### config.mk
export PLATFORM = sky130hd
export DESIGN_NAME = branch_resolve_ctrl
export DESIGN_NICKNAME = d
export VERILOG_FILES = /design/src/rtl/branch_resolve_ctrl.sv
export SDC_FILE = /design/constraint.sdc
export NUM_CORES = 1
export LEC_CHECK = 0
export BUFFER_PORTS_ARGS = -buffer_cell sky130_fd_sc_hd__buf_2
export CAP_MARGIN = 10
export CORE_AREA = 2 2 119 121
export CTS_CLUSTER_DIAMETER = 40
export DETAILED_ROUTE_END_ITERATION = 12
export DIE_AREA = 0 0 121 123
export PLACE_DENSITY = 0.76
export SYNTH_ARGS = -nofsm -noshare
export SYNTH_HDL_FRONTEND = slang
export SYNTH_SLANG_ARGS = --single-unit
### constraint.sdc
create_clock -name clk_i -period 2.1 [get_ports clk_i]
set_clock_uncertainty 0.05 [all_clocks]
set_input_delay 0.105 -clock clk_i [delete_from_list [all_inputs] [get_ports clk_i]]
set_output_delay 0.105 -clock clk_i [all_outputs]
set_load 0.01 [all_outputs]
### src/rtl/branch_resolve_ctrl.sv
// rtl/branch_resolve_ctrl.sv - ID-stage branch resolution: operand wait, condition eval, IF redirect, stats
module branch_resolve_ctrl #(
  parameter int unsigned MAX_WAIT = 8,
  parameter int unsigned CNT_W    = 16
) (
  input  logic             clk_i,
  input  logic             rst_ni,
  input  logic             br_valid_i,
  input  logic [2:0]       br_op_i,
  input  logic [31:0]      rs_val_i,
  input  logic [31:0]      rt_val_i,
  input  logic             rs_ready_i,
  input  logic             rt_ready_i,
  input  logic [31:0]      br_target_i,
  input  logic             flush_i,
  output logic             stall_o,
  output logic             redirect_valid_o,
  output logic [31:0]      redirect_pc_o,
  output logic [CNT_W-1:0] br_cnt_o,
  output logic [CNT_W-1:0] taken_cnt_o,
  output logic             err_timeout_o
);

  typedef enum logic [1:0] {S_IDLE, S_WAIT, S_EVAL} state_e;

  state_e           state_q, state_d;
  logic [2:0]       op_q, op_d;
  logic [31:0]      rs_q, rs_d, rt_q, rt_d, tgt_q, tgt_d;
  logic [7:0]       wait_cnt_q, wait_cnt_d;
  logic [CNT_W-1:0] br_cnt_q, br_cnt_d, taken_cnt_q, taken_cnt_d;
  logic             err_q, err_d;
  logic             ops_ready, taken, latch, stall, redirect;

  // Only beq/bne compare against rt; every other op reads rs alone.
  assign ops_ready = rs_ready_i & (rt_ready_i | (br_op_i[2:1] != 2'b00));

  always_comb begin
    taken = 1'b0;
    case (op_q)
      3'b000:  taken = (rs_q == rt_q);
      3'b001:  taken = (rs_q != rt_q);
      3'b010:  taken = rs_q[31] | (rs_q == 32'd0);
      3'b011:  taken = ~rs_q[31] & (rs_q != 32'd0);
      3'b100:  taken = rs_q[31];
      3'b101:  taken = ~rs_q[31];
      default: taken = 1'b0;
    endcase
  end

  always_comb begin
    state_d     = state_q;
    op_d        = op_q;
    rs_d        = rs_q;
    rt_d        = rt_q;
    tgt_d       = tgt_q;
    wait_cnt_d  = wait_cnt_q;
    br_cnt_d    = br_cnt_q;
    taken_cnt_d = taken_cnt_q;
    err_d       = err_q;
    stall       = 1'b0;
    redirect    = 1'b0;
    latch       = 1'b0;

    if (flush_i) begin
      state_d    = S_IDLE;
      wait_cnt_d = 8'd0;
    end else begin
      case (state_q)
        S_IDLE: begin
          stall = br_valid_i;
          if (br_valid_i) begin
            if (ops_ready) begin
              latch   = 1'b1;
              state_d = S_EVAL;
            end else begin
              state_d    = S_WAIT;
              wait_cnt_d = 8'd0;
            end
          end
        end
        S_WAIT: begin
          stall = 1'b1;
          if (ops_ready) begin
            latch   = 1'b1;
            state_d = S_EVAL;
          end else begin
            if (wait_cnt_q != 8'hFF) wait_cnt_d = wait_cnt_q + 8'd1;
            if ({24'd0, wait_cnt_q} >= MAX_WAIT - 1) err_d = 1'b1;
          end
        end
        S_EVAL: begin
          // Any br_valid seen here is the delay slot, not a new branch.
          redirect = taken;
          br_cnt_d = br_cnt_q + CNT_W'(1);
          if (taken) taken_cnt_d = taken_cnt_q + CNT_W'(1);
          state_d = S_IDLE;
        end
        default: state_d = S_IDLE;
      endcase
    end

    if (latch) begin
      op_d  = br_op_i;
      rs_d  = rs_val_i;
      rt_d  = rt_val_i;
      tgt_d = br_target_i;
    end
  end

  always_ff @(posedge clk_i or negedge rst_ni) begin
    if (!rst_ni) begin
      state_q     <= S_IDLE;
      op_q        <= 3'd0;
      rs_q        <= 32'd0;
      rt_q        <= 32'd0;
      tgt_q       <= 32'd0;
      wait_cnt_q  <= 8'd0;
      br_cnt_q    <= '0;
      taken_cnt_q <= '0;
      err_q       <= 1'b0;
    end else begin
      state_q     <= state_d;
      op_q        <= op_d;
      rs_q        <= rs_d;
      rt_q        <= rt_d;
      tgt_q       <= tgt_d;
      wait_cnt_q  <= wait_cnt_d;
      br_cnt_q    <= br_cnt_d;
      taken_cnt_q <= taken_cnt_d;
      err_q       <= err_d;
    end
  end

  // Stall is gated by reset so all outputs drop together even with br_valid held.
  assign stall_o          = stall & rst_ni;
  assign redirect_valid_o = redirect;
  assign redirect_pc_o    = redirect ? tgt_q : 32'd0;
  assign br_cnt_o         = br_cnt_q;
  assign taken_cnt_o      = taken_cnt_q;
  assign err_timeout_o    = err_q;

endmodule

; ---- After elaboration in Yosys (flattened, before gate mapping)
; Cells that the tools add are included.
[op_classes]
add_sub_neg = 3
magnitude_cmp = 1
eq_ne = 15
n_mux = 21
n_bitwise = 8
n_reduce_logical = 11
[ops]
columns = cell, count
row1 = 8-bit two-way mux, 5
row2 = "16-bit by 1-bit adder with 16-bit output, second input constant", 2
row3 = 32-bit == test, 1
row4 = 32-bit logical NOT, 1
row5 = 32-bit two-way mux, 1
row6 = 32-bit inequality test, 1
row7 = 32-bit nonzero test, 1
row8 = 8-bit one-hot mux with 2 select lines, 1
row9 = "3-bit inequality test, second input constant", 5
row10 = "8-bit by 1-bit adder with 8-bit output, second input constant", 1
row11 = "8-bit by 3-bit >= comparator with 1-bit output, second input constant", 1
row12 = 2-bit two-way mux, 4
row13 = "8-bit inequality test, second input constant", 1
row14 = "3-bit by 2-bit == test with 1-bit output, second input constant", 2
row15 = "3-bit == test, second input constant", 2
row16 = 1-bit two-way mux, 6
row17 = 1-bit one-hot mux with 6 select lines, 1
row18 = 5-bit AND reduction, 1
row19 = 1-bit one-hot mux with 2 select lines, 2
row20 = 2-bit one-hot mux with 2 select lines, 1
row21 = 2-bit AND reduction, 2
row22 = 4-bit AND reduction, 1
row23 = 1-bit bitwise AND, 3
row24 = "3-bit by 1-bit == test with 1-bit output, second input constant", 1
row25 = 9 further kinds, 12
[word_totals]
reg_bits = 142
output_inout_bits = 67
wordCells = 68

; ---- Depth between registers and ports, before layout
; Gate-level depths: netlist of the first run.
[depth]
ltp_word = 7
mapped_depth = 8
depth_no_buf = 7

; ---- Worst setup path before layout of the first run
; OpenSTA, ideal clock, no wires.
[synth_timing]
path_kind = register to register
startpoint = register rs_q[31]
endpoint = register taken_cnt_q[1], in the netlist taken_cnt_o[1]
arrival_time_ns = 2.087
t_required_ns = 1.925
setup_slack_ns = -0.162
stages_incl_launch_ff = 8
path_buffers = 1
period_less_slack_ns = 2.262
path_cell_list = dfrtp_1 > nor4_1 > nand4_1 > or3_1 > and3_1 > buf_2 > nor3_4 > mux2_2
[synth_via]
elab_chain_len = 4
word_cells_on_any_way = 9
classes_between = 2 x eq/ne / 1 x mux / 3 x bitwise / 3 x reduce/logical
[synth_rtl]
columns = item, line_no
row1 = from (decl), 28  ; logic [31:0] rs_q, rs_d, rt_q, rt_d, tgt_q, tgt_d;
row2 = from (signal assigned), 124  ; rs_q <= rs_d;
row3 = "32-bit nonzero test, or another cell as far along", 43  ; 3'b011: taken = ~rs_q[31] & (rs_q != 32'd0);
row4 = 1-bit bitwise AND or 1-bit OR (tied branches), "43, 42"
row5 = 1-bit one-hot mux with 6 select lines (*), 39  ; case (op_q)
row6 = 3-bit AND reduction (no source line) (*), n/a
row7 = to (signal assigned), 129  ; taken_cnt_q <= taken_cnt_d;
row8 = to (decl), 30  ; logic [CNT_W-1:0] br_cnt_q, br_cnt_d, taken_cnt_q, taken_cnt_d;
; Every way passes the cells marked *; elsewhere a longest branch is shown, timed or not.
; A chain may end at the register's enable or synchronous reset.

; ---- Worst setup path after layout of the first run
[layout_timing]
startpoint = register rs_q[6]
endpoint = output redirect_pc_o[26]
[layout_via]
elab_chain_len = 6
word_cells_on_any_way = 10
classes_between = 2 x eq/ne / 4 x mux / 2 x bitwise / 2 x reduce/logical
[layout_rtl]
columns = item, line_no
row1 = 32-bit nonzero test or 32-bit logical NOT (tied branches), "43, 42"
row2 = 1-bit bitwise AND or 1-bit OR (tied branches), "43, 42"
row3 = 1-bit one-hot mux with 6 select lines (*), 39
row4 = 1-bit two-way mux (*), 68  ; case (state_q)
row5 = 1-bit two-way mux (*), 64  ; if (flush_i) begin
row6 = 32-bit two-way mux (*), 137  ; assign redirect_pc_o = redirect ? tgt_q : 32'd0;
row7 = to (decl), 18  ; output logic [31:0] redirect_pc_o,
; Marked as above.

==> impl_metrics.tcl, run 1 <==
set metrics [dict create \
    cts_buffers 17 \
    dp_hpwl_um 10910 \
    grt-ovfl-total 0 \
    htree_levels 4 \
    ctsLongestPathBuffers 2 \
    routed_wl_um 19220 \
    rsz0062_at_grt "true" \
    seqPwrFrac_pct 41.9 \
    netSwitchingPower_mw 2.386 \
    slew_viol_final 0 \
    globalRouteTotalUtil_pct 26.64 \
    drive_gt1_share_pct 49.71 \
    worstMarginPinSlew_ns 0.4957 \
    drc 0 \
    ir_drop_mv 0.6782 \
    fmax_mhz 356.9 \
    status "finished with violations" \
    boundaryPins 172 \
    p_int_mw 6.483 \
    p_sw_share_pct 26.90 \
    syn_avg_cell_area_um2 12.79 \
    synthFlopType "dfrtp_1" \
    synth.area.top_cells "dfrtp_1 (55%), mux2_2 (17%), xnor2_1 (7.6%)" \
    grt_pass1_vias 5826 \
    cp_max_fo 8 \
    wl_met2_um 10680 \
    placementRows 43 \
    ys_ff_latch 142 \
    highest_layer "met4" \
    min_path_type "input port to flop" \
    syn_nets 612 \
    die_area_um2 14880 \
    fillers 820 \
    core_um2 13610 \
    grt_max_degree 51 \
    synth_top_cell_area_share_pct 55.15 \
    start_kind "flop" \
    maxSlewHeadroom_pct 66.61 \
    period_needed_ns 2.802 \
    yosys_warnings 0 \
    first_pass_iters 4 \
    clkSinkCount 142 \
    setup_viol 49 \
    clockRootBuffer "clkbuf_16" \
    antenna_found_initial 0 \
    setup_slack_ns -0.7023 \
    drtIter0Drc 217 \
    synth_top_area_cell "dfrtp_1" \
    wl_per_cell_um 18.66 \
    crit_arrival_ns 2.65 \
    cts_tree "done" \
    wl_met1_um 7091 \
    clock_power_share_pct 36.1 \
    die_x_um 121 \
    leakage_nw 4.649 \
    place_congestion 0.8469 \
    start_util_pct 47.34 \
    wl_met3_um 744 \
    io_buffers 171 \
    cp_data_required_time_ns 1.95 \
    synthArstFlopShare_pct 100.0 \
    synth_edf_count 0 \
    grt_pass1_wl_um 29790 \
    clk_latency_ns 0.43 \
    place_area_um2 7914 \
    violations "setup timing" \
    synth-seq-area-share_pct 55.15 \
    crit_type "flop to primary output" \
    ys_top_cells_by_count "dfrtp_1 (142), mux2_2 (100), xnor2_1 (56)" \
    synth.cell_area_um2 6444 \
    fin_area_um2 10150 \
    synthToLayoutAreaGrowth_pct 57.50 \
    ant_nets 0 \
    vias 5357 \
    pwr_density_cell_nw_per_um2 873.9 \
    die_h_um 123 \
    place_worst_setup_slack_ns -0.4244 \
    synth.most_common_cell "dfrtp_1" \
    hold_violations 0 \
    nets 944 \
    path_clk_slew_ns 0.06 \
    p_comb_share_pct 22.0 \
    min_period_over_period_pct 133.4 \
    via_per_inst 5.201 \
    syn_inst 504 \
    yosys.cell_types.count 34 \
    drv_cap 0 \
    cp-end-kind "primary output" \
]
[routing by layer]
layer | track usage (%) | vias to the layer above
met2 | 49.72 | 181
met3 | 5.627 | 54
met5 | 0 | -
li1 | - | 2457
met1 | 28.46 | 2665
met4 | 13.23 | 0
[logic make-up after synthesis]
logic type / synth area share [%]
adders and majority gates: 0.5826
xor gates and xnor gates: 8.427
buffers and inverters: 2.116
and+or+nand+nor: 11.75
AOI/OAI and AO/OA: 4.505
DFF: 55.15
muxes: 17.48
[repair_timing]
item	in CTS	in global routing
pin swaps	28	9
setup buffers	11	4
hold buffers	100	0
endpoints found under the hold margin	152	0
cloned	2	1
setup endpoints to repair	49	54
resized for setup	74	21
[per-stage QoR]
| step | setup TNS [ns] | hold slack, ns | utilization (%) | power [mW] | std cells |
|---|---|---|---|---|---|
| CTS | -23.21 | 0.04427 | 73.75 | 8.790 | 1026 |
| floorplan | -0.1718 | -0.2406 | - | 4.526 | 504 |
| global placement | -14.83 | 0.03050 | 58.14 | 5.177 | 883 |
| global route | -31.87 | 0.1153 | 74.54 | 9.253 | 1029 |
| finish | -26.13 | 0.1097 | 74.56 | 8.869 | 1030 |
| detailed placement | -13.40 | 0.03689 | 58.14 | 5.257 | 883 |
[registers in the layout, indices dropped and copies added, names as in the netlist]
register and flops:
op_q 3, state_q 2, taken_cnt_o 16, br_cnt_o 16, rt_q 32, err_timeout_o 1, rs_q 32, tgt_q 32
wait_cnt_q 8
[worst paths after layout]
| kind | cells past startpoint | from | slack, ns | endpoint |
|---|---|---|---|---|
| min | 4 | rs_ready_i | 0.11 | err_timeout_o$_DFFE_PN0P_ |
| min in group asynchronous | 2 | rst_ni | 0.15 | br_cnt_o[4]$_DFFE_PN0P_ |
| max | 11 | rs_q[6]$_DFFE_PN0P_ | -0.70 | redirect_pc_o[26] |
| max in group asynchronous | 3 | rst_ni | 1.24 | rs_q[19]$_DFFE_PN0P_ |
| max reg2reg | 12 | rs_q[6]$_DFFE_PN0P_ | -0.59 | taken_cnt_o[1]$_DFFE_PN0P_ |
| min reg2reg | 1 | taken_cnt_o[15]$_DFFE_PN0P_ | 0.42 | taken_cnt_o[15]$_DFFE_PN0P_ |
[worst max-delay path, cell delays in order, from the launching register on]
cell	delay (ns)
dfrtp_1	0.42
buf_4	0.17
xnor2_2	0.20
nand4_1	0.15
nor4_2	0.31
buf_4	0.16
and3_4	0.20
nor3_4	0.05
buf_6	0.14
buf_16	0.13
nor2b_2	0.12
buf_2	0.16
[layout make-up]
type	count	area, um^2	area share (%)
flip-flops and latches	142	3555	35.03
multi-input cells	337	3144	30.98
repair buffers	334	2576	25.39
clock buffers	18	439.2	4.327
well taps	180	225.2	2.219
clock inverters	14	188.9	1.862
inverters	4	17.52	0.1726
diodes	1	2.502	0.02466
[cell usage in the layout, fill, tap and decap left out, drive strengths merged, types with 4 or more instances in the layout]
cell,Yosys,layout
nor2b,34,34
nand2b,5,5
o31ai,10,10
o311ai,5,5
nand4,15,15
nand3,12,12
inv,4,6
clkbuf,15,19
xnor2,56,56
dlygate4sd3,0,100
o21ai,18,18
dfrtp,142,142
clkinv,0,5
nor4,11,11
mux2,100,100
nand2,11,11
xor2,6,6
nor2,19,19
and3,16,16
buf,6,233
bufinv,0,4
[power groups by stage]
stage	clock, mW	sequential (mW)	combinational [mW]
floorplan	0	3.62	0.908
global placement	0	3.63	1.54
detailed placement	0	3.67	1.59
CTS	3.23	3.67	1.89
global route	3.38	3.77	2.10
finish	3.20	3.71	1.95
(Power assumes the default switching activity.)
==> inputs of run 2 (changes only) <==
ABC_AREA = 1   (was unset)
CORE_AREA = 2 2 122 124   (was 2 2 119 121)
DIE_AREA = 0 0 124 126   (was 0 0 121 123)
PLACE_DENSITY = 0.75   (was 0.76)
==> impl_metrics.tcl, run 2 <==
set metrics [dict create \
    status "finished with violations" \
    violations "setup timing" \
    vias 6460 \
    synth.most_common_cell "nand2_1" \
    cts_buffers 17 \
    drive_gt1_share_pct 24.76 \
    dp_hpwl_um 10750 \
    synthXorXnorAreaFrac_pct 7.148 \
    ys_top_cells_by_count "nand2_1 (309), dfrtp_1 (142), nor2_1 (80)" \
    synth_top_area_cell "dfrtp_1" \
    synthFlopType "dfrtp_1" \
    pwr_density_cell_nw_per_um2 825.7 \
    p_comb_share_pct 20.3 \
    synth.cell_area_um2 6739 \
    start_kind "flop" \
    synth.area.top_cells "dfrtp_1 (53%), nand2_1 (17%), xnor2_1 (5.5%)" \
    maxSlewHeadroom_pct 43.86 \
    synth-seq-area-share_pct 52.73 \
    synth_edf_count 0 \
    drtIter0Drc 391 \
    ctsLongestPathBuffers 2 \
    ys_ff_latch 142 \
    synth_top_family_by_area "simple AND/OR/NAND/NOR gates" \
    wl_per_cell_um 14.22 \
    die_area_um2 15620 \
    min_path_type "input port to flop" \
    cp_max_fo 9 \
    crit_chain "xnor2_1, nand2_1, nor2_2, nand2_2, nor2_4, nand2_1, nand2_1, nand2_2, nand2_4, nand2_8, clkbuf_16, nor2_2, buf_2" \
    core_um2 14310 \
    crit_arrival_ns 2.25 \
    cts_tree "done" \
    path_clk_slew_ns 0.06 \
    cp_data_required_time_ns 1.95 \
    grt_max_degree 148 \
    multiInputGateArea_um2 2940 \
    crit_top_cell "nand2_1" \
    globalRouteTotalUtil_pct 23.78 \
    drc 0 \
    place_area_um2 7792 \
    cp-end-kind "primary output" \
    setup_viol 37 \
    slowest_stage "dfrtp_1" \
    syn_avg_cell_area_um2 8.071 \
    boundaryPins 172 \
    min_period_over_period_pct 114.7 \
    syn_nets 943 \
    clockRootBuffer "clkbuf_16" \
    place_congestion 0.8601 \
    routed_wl_um 18700 \
    synthArstFlopShare_pct 100.0 \
    leakage_nw 4.953 \
    synth_top_cell_area_share_pct 52.73 \
    fillers 1079 \
    syn_inst 835 \
    yosys_warnings 0 \
    die_h_um 126 \
    fmax_mhz 415.2 \
    die_x_um 124 \
    htree_levels 4 \
    cpLargestDelayFamily "simple AND/OR/NAND/NOR gates" \
    layout_common_cells "nand2_1 (302), buf_2 (157), dfrtp_1 (142)" \
    slew_viol_final 0 \
    synth_adder_area_share_pct 0.5570 \
    ir_drop_mv 0.7791 \
    grt_pass1_vias 6460 \
    drv_cap 0 \
    slowest_delay_ns 0.40 \
    fin_area_um2 9802 \
    clk_latency_ns 0.42 \
    nets 1227 \
    io_buffers 171 \
    post-route-util_pct 68.48 \
    hold_violations 0 \
    start_util_pct 47.08 \
    register_area_um2 3553 \
    synth_mux_area_share_pct 0.1671 \
    first_pass_iters 5 \
    antenna_found_initial 0 \
    reg_top3 "rs_q x32, rt_q x32, tgt_q x32" \
    seqPwrFrac_pct 43.9 \
    ant_nets 0 \
    yosys.cell_types.count 29 \
    cp_num_buf_inv 2 \
    setup_slack_ns -0.3085 \
    p_sw_share_pct 29.32 \
    synth_compound_area_share_pct 4.957 \
    final_common_cell "nand2_1" \
    via_per_inst 4.913 \
    synthToLayoutAreaGrowth_pct 45.45 \
    period_needed_ns 2.408 \
    grt-ovfl-total 0 \
    antennaDiodeCount 0 \
    worstMarginPinSlew_ns 0.8409 \
    netSwitchingPower_mw 2.373 \
    p_int_mw 5.721 \
    placementRows 44 \
    crit_type "flop to primary output" \
    clock_power_share_pct 35.8 \
    rsz0062_at_grt "true" \
    yosys.area_share.simple_pct 28.18 \
    grt_pass1_wl_um 29250 \
    clkSinkCount 142 \
]
-- run 2: changes by cell type after synthesis, sizes merged, moves of 10 or more --
cell   delta
nor2     +73
nand3    +32
nand2   +300
o21ai    +34
nor2b    -34
buf      +12
inv      +70
and3     -16
xnor2    -14
nor4     -10
mux2     -99
-- run 2: kinds of logic after synthesis --
group           after synthesis
xor+xnor                     55
fa+ha+maj                     3
mux                           1
flops                       142
buf+inv                     103
compound gates               64
simple gates                467
-- run 2: power by group through the flow --
stage                     Combinational [mW]  Sequential (mW)  Clock (mW)
after floorplan                        0.911             3.52           0
after global placement                  1.32             3.55           0
after detailed placement                1.35             3.58           0
after CTS                               1.53             3.53        2.95
after global routing                    1.87             3.60        3.07
final                                   1.64             3.55        2.90
-- run 2: area by class of cell --
class                           instances  area share (%)
Tap cell                              184           2.349
Inverter                               74           2.834
Sequential cell                       142           36.25
Timing Repair Buffer                  294           22.79
Clock buffer                           22           4.634
Clock inverter                          9           1.149
Multi-Input combinational cell        590           30.00
-- run 2: path summary, 6_finish.rpt --
| kind | startpoint | end | slack (ns) | cells past startpoint |
|---|---|---|---|---|
| setup / recovery | rs_q[17]$_DFFE_PN0P_ | redirect_pc_o[29] | -0.31 | 13 |
| hold / removal | br_valid_i | state_q[0]$_DFFE_PN0P_ | 0.02 | 3 |
| setup reg to reg | rs_q[17]$_DFFE_PN0P_ | taken_cnt_o[1]$_DFFE_PN0P_ | -0.14 | 16 |
| hold reg to reg | err_timeout_o$_DFFE_PN0P_ | err_timeout_o$_DFFE_PN0P_ | 0.41 | 1 |
| max in group asynchronous | rst_ni | taken_cnt_o[7]$_DFFE_PN0P_ | 1.10 | 3 |
| min in group asynchronous | rst_ni | rt_q[17]$_DFFE_PN0P_ | 0.10 | 2 |
-- run 2: worst register-to-register path, delay by kind of cell, from the launching register on --
| kind | cells | cell delay, ns |
|---|---|---|
| and+or+nand+nor | 11 | 0.89 |
| buffers and inverters | 4 | 0.58 |
| DFF | 1 | 0.40 |
| xor gates and xnor gates | 1 | 0.22 |
-- run 2: per-stage QoR --
stage	hold slack [ns]	setup slack, ns	TNS (ns)	total power [mW]	cells
finish	0.02064	-0.3085	-9.251	8.093	1315
global placement	-0.01562	0.1712	0	4.875	1169
floorplan	-0.2406	0.3765	0	4.429	835
detailed placement	-0.01886	0.07534	0	4.923	1169
global route	0.04953	-0.4319	-14.20	8.546	1315
CTS	0.001438	-0.2409	-6.811	8.005	1302
-- run 2: per-layer routing --
| layer | part of all wire (%) | GRT usage (%) |
|---|---|---|
| met1 | 39 | 27.98 |
| met2 | 53 | 41.89 |
| met4 | 3.2 | 9.121 |
| met5 | 0 | 0 |
| met3 | 4.1 | 5.299 |
-- run 2: what timing repair did --
action | in CTS | in global routing
pin swaps | 5 | 15
endpoints found under the setup margin | 33 | 41
resized for setup | 8 | 60
hold endpoints to repair | 198 | 0
buffers inserted | 1 | 10
hold buffers | 101 | 0
cloned | 0 | 3
==> inputs of run 3 (changes only) <==
CORE_AREA = 2 2 116 118   (was 2 2 122 124)
DIE_AREA = 0 0 118 120   (was 0 0 124 126)
PLACE_DENSITY = 0.79   (was 0.75)
clock period = 2.3 ns   (was 2.1 ns; I/O delays follow)
==> impl_metrics.tcl, run 3 (synthesis results as in run 2) <==
set metrics [dict create \
    cp_data_required_time_ns 2.13 \
    wl_met3_um 1099 \
    cp-end-kind "primary output" \
    crit_top_cell "nand2_1" \
    r2r-end "taken_cnt_o[5]$_DFFE_PN0P_" \
    cp.depth 13 \
    boundaryPins 172 \
    place_congestion 0.8607 \
    fillers 844 \
    slew_viol_final 0 \
    core_um2 12980 \
    grt_pass1_vias 6474 \
    startpoint "rs_q[11]$_DFFE_PN0P_" \
    fmax_mhz 386.9 \
    grt_max_degree 148 \
    first_pass_iters 6 \
    crit_chain "xnor2_1, nand2_1, nor2_1, nand2_1, nor2_2, nand2_1, nand2_1, nand2_2, nand2_4, buf_12, nand2_8, nor2_4, buf_6" \
    rsz0062_at_grt "true" \
    highest_layer "met4" \
    wl_met2_um 10450 \
    r2r_cells 14 \
    final_common_cell "nand2_1" \
    routed_wl_um 20490 \
    min_path_type "input port to flop" \
    io_buffers 171 \
    slowest_delay_ns 0.45 \
    power.total_mw 7.768 \
    synthToLayoutAreaGrowth_pct 44.89 \
    place_area_um2 7747 \
    hold_violations 0 \
    drv_cap 0 \
    setup_viol 33 \
    die_x_um 118 \
    worstMarginPinSlew_ns 0.8610 \
    setup_slack_ns -0.2847 \
    drc 0 \
    pwr_density_cell_nw_per_um2 795.6 \
    crit_arrival_ns 2.42 \
    post-route-util_pct 75.23 \
    clkSinkCount 142 \
    drive_gt1_share_pct 25.20 \
    ant_nets 0 \
    antennaDiodeCount 0 \
    clk_latency_ns 0.43 \
    cts_tree "done" \
    cp_num_buf_inv 2 \
    via_per_inst 5.106 \
    cp_max_fo 7 \
    clockRootBuffer "clkbuf_16" \
    start_kind "flop" \
    wl_met1_um 7843 \
    ctsLongestPathBuffers 2 \
    min_period_over_period_pct 112.4 \
    cts_buffers 17 \
    grt_pass1_wl_um 31510 \
    r2r_setup_slack_ns 0.01 \
    wl_per_cell_um 15.63 \
    dp_hpwl_um 10320 \
    layout_common_cells "nand2_1 (303), buf_2 (166), dfrtp_1 (141)" \
    vias 6694 \
    ir_drop_mv 0.5362 \
    period_needed_ns 2.585 \
    globalRouteTotalUtil_pct 28.45 \
    fin_setup_tns_ns -7.875 \
    fin_area_um2 9764 \
    maxSlewHeadroom_pct 42.51 \
    grt-ovfl-total 0 \
    violations "setup timing" \
    status "finished with violations" \
    cpLargestDelayFamily "simple AND/OR/NAND/NOR gates" \
    placementRows 42 \
    nets 1231 \
    htree_levels 4 \
    start_util_pct 51.92 \
    r2r_start "rs_q[11]$_DFFE_PN0P_" \
    drtIter0Drc 589 \
    antenna_found_initial 0 \
    die_area_um2 14160 \
    die_h_um 120 \
    slowest_stage "dfrtp_1" \
    crit_type "flop to primary output" \
    leakage_nw 4.937 \
    path_clk_slew_ns 0.06 \
    critical_path.endpoint "redirect_pc_o[15]" \
    reg_top3 "rs_q x32, rt_q x32, tgt_q x32" \
]
## run 3: area by class of cell
class	count	area [um^2]	share of cell area, %
Inverter	74	277.8	2.845
Sequential cell	142	3555	36.40
Clock buffer	17	425.4	4.357
Tap cell	176	220.2	2.255
Timing Repair Buffer	292	2101	21.51
Clock inverter	14	168.9	1.730
Multi-Input combinational cell	596	3017	30.89
## run 3: worst register-to-register path, stage by stage (launching register included)
cell,delay [ns]
dfrtp_1,0.45
xnor2_1,0.26
nand2_1,0.12
nor2_1,0.13
nand2_1,0.08
nor2_2,0.12
nand2_1,0.07
nand2_1,0.09
nand2_2,0.07
nand2_4,0.08
buf_12,0.17
buf_4,0.13
buf_4,0.21
nand3_1,0.12
nand2_1,0.09
## run 3: what timing repair did
item,in CTS,in global routing
gates cloned,5,1
gates resized for setup,16,36
pin swaps,17,20
setup endpoints to repair,33,35
hold buffers,102,0
endpoints found under the hold margin,151,0
buffers inserted,9,5
## run 3: worst min path at each step
stage | cells past startpoint | startpoint | end | slack (ns)
6_report | 4 | rs_ready_i | err_timeout_o$_DFFE_PN0P_ | 0.13
5_1_grt | 4 | rs_ready_i | err_timeout_o$_DFFE_PN0P_ | 0.13
4_1_cts | 6 | br_valid_i | wait_cnt_q[1]$_DFFE_PN0P_ | 0.12
3_5_place_dp | 1 | rst_ni | rt_q[8]$_DFFE_PN0P_ | 0.05
3_3_place_gp | 1 | rst_ni | rs_q[9]$_DFFE_PN0P_ | 0.05
2_1_floorplan | 0 | rst_ni | br_cnt_o[0]$_DFFE_PN0P_ | -0.23
## run 3: layer usage
metal / global-route usage [%] / vias up
met2: 48.26 / 310
met4: 16.42 / 0
met1: 33.29 / 3116
met5: 0 / -
met3: 6.511 / 100
li1: - / 3168
## run 3: report_power, final
part	internal, mW	leakage [nW]	total [mW]	switching, mW
Sequential	2.92	1.81	3.27	0.351
Clock	1.70	0.277	2.80	1.10
Combinational	0.745	2.85	1.70	0.956
Total	5.36	4.94	7.77	2.41
## run 3: stage by stage
step,hold slack [ns],cells,worst slack (ns)
5_1_grt,0.1267,1311,-0.3817
4_1_cts,0.1229,1305,-0.02253
2_1_floorplan,-0.2306,835,0.5665
3_3_place_gp,0.05164,1158,0.2120
3_5_place_dp,0.05015,1158,0.1767
6_report,0.1349,1311,-0.2847
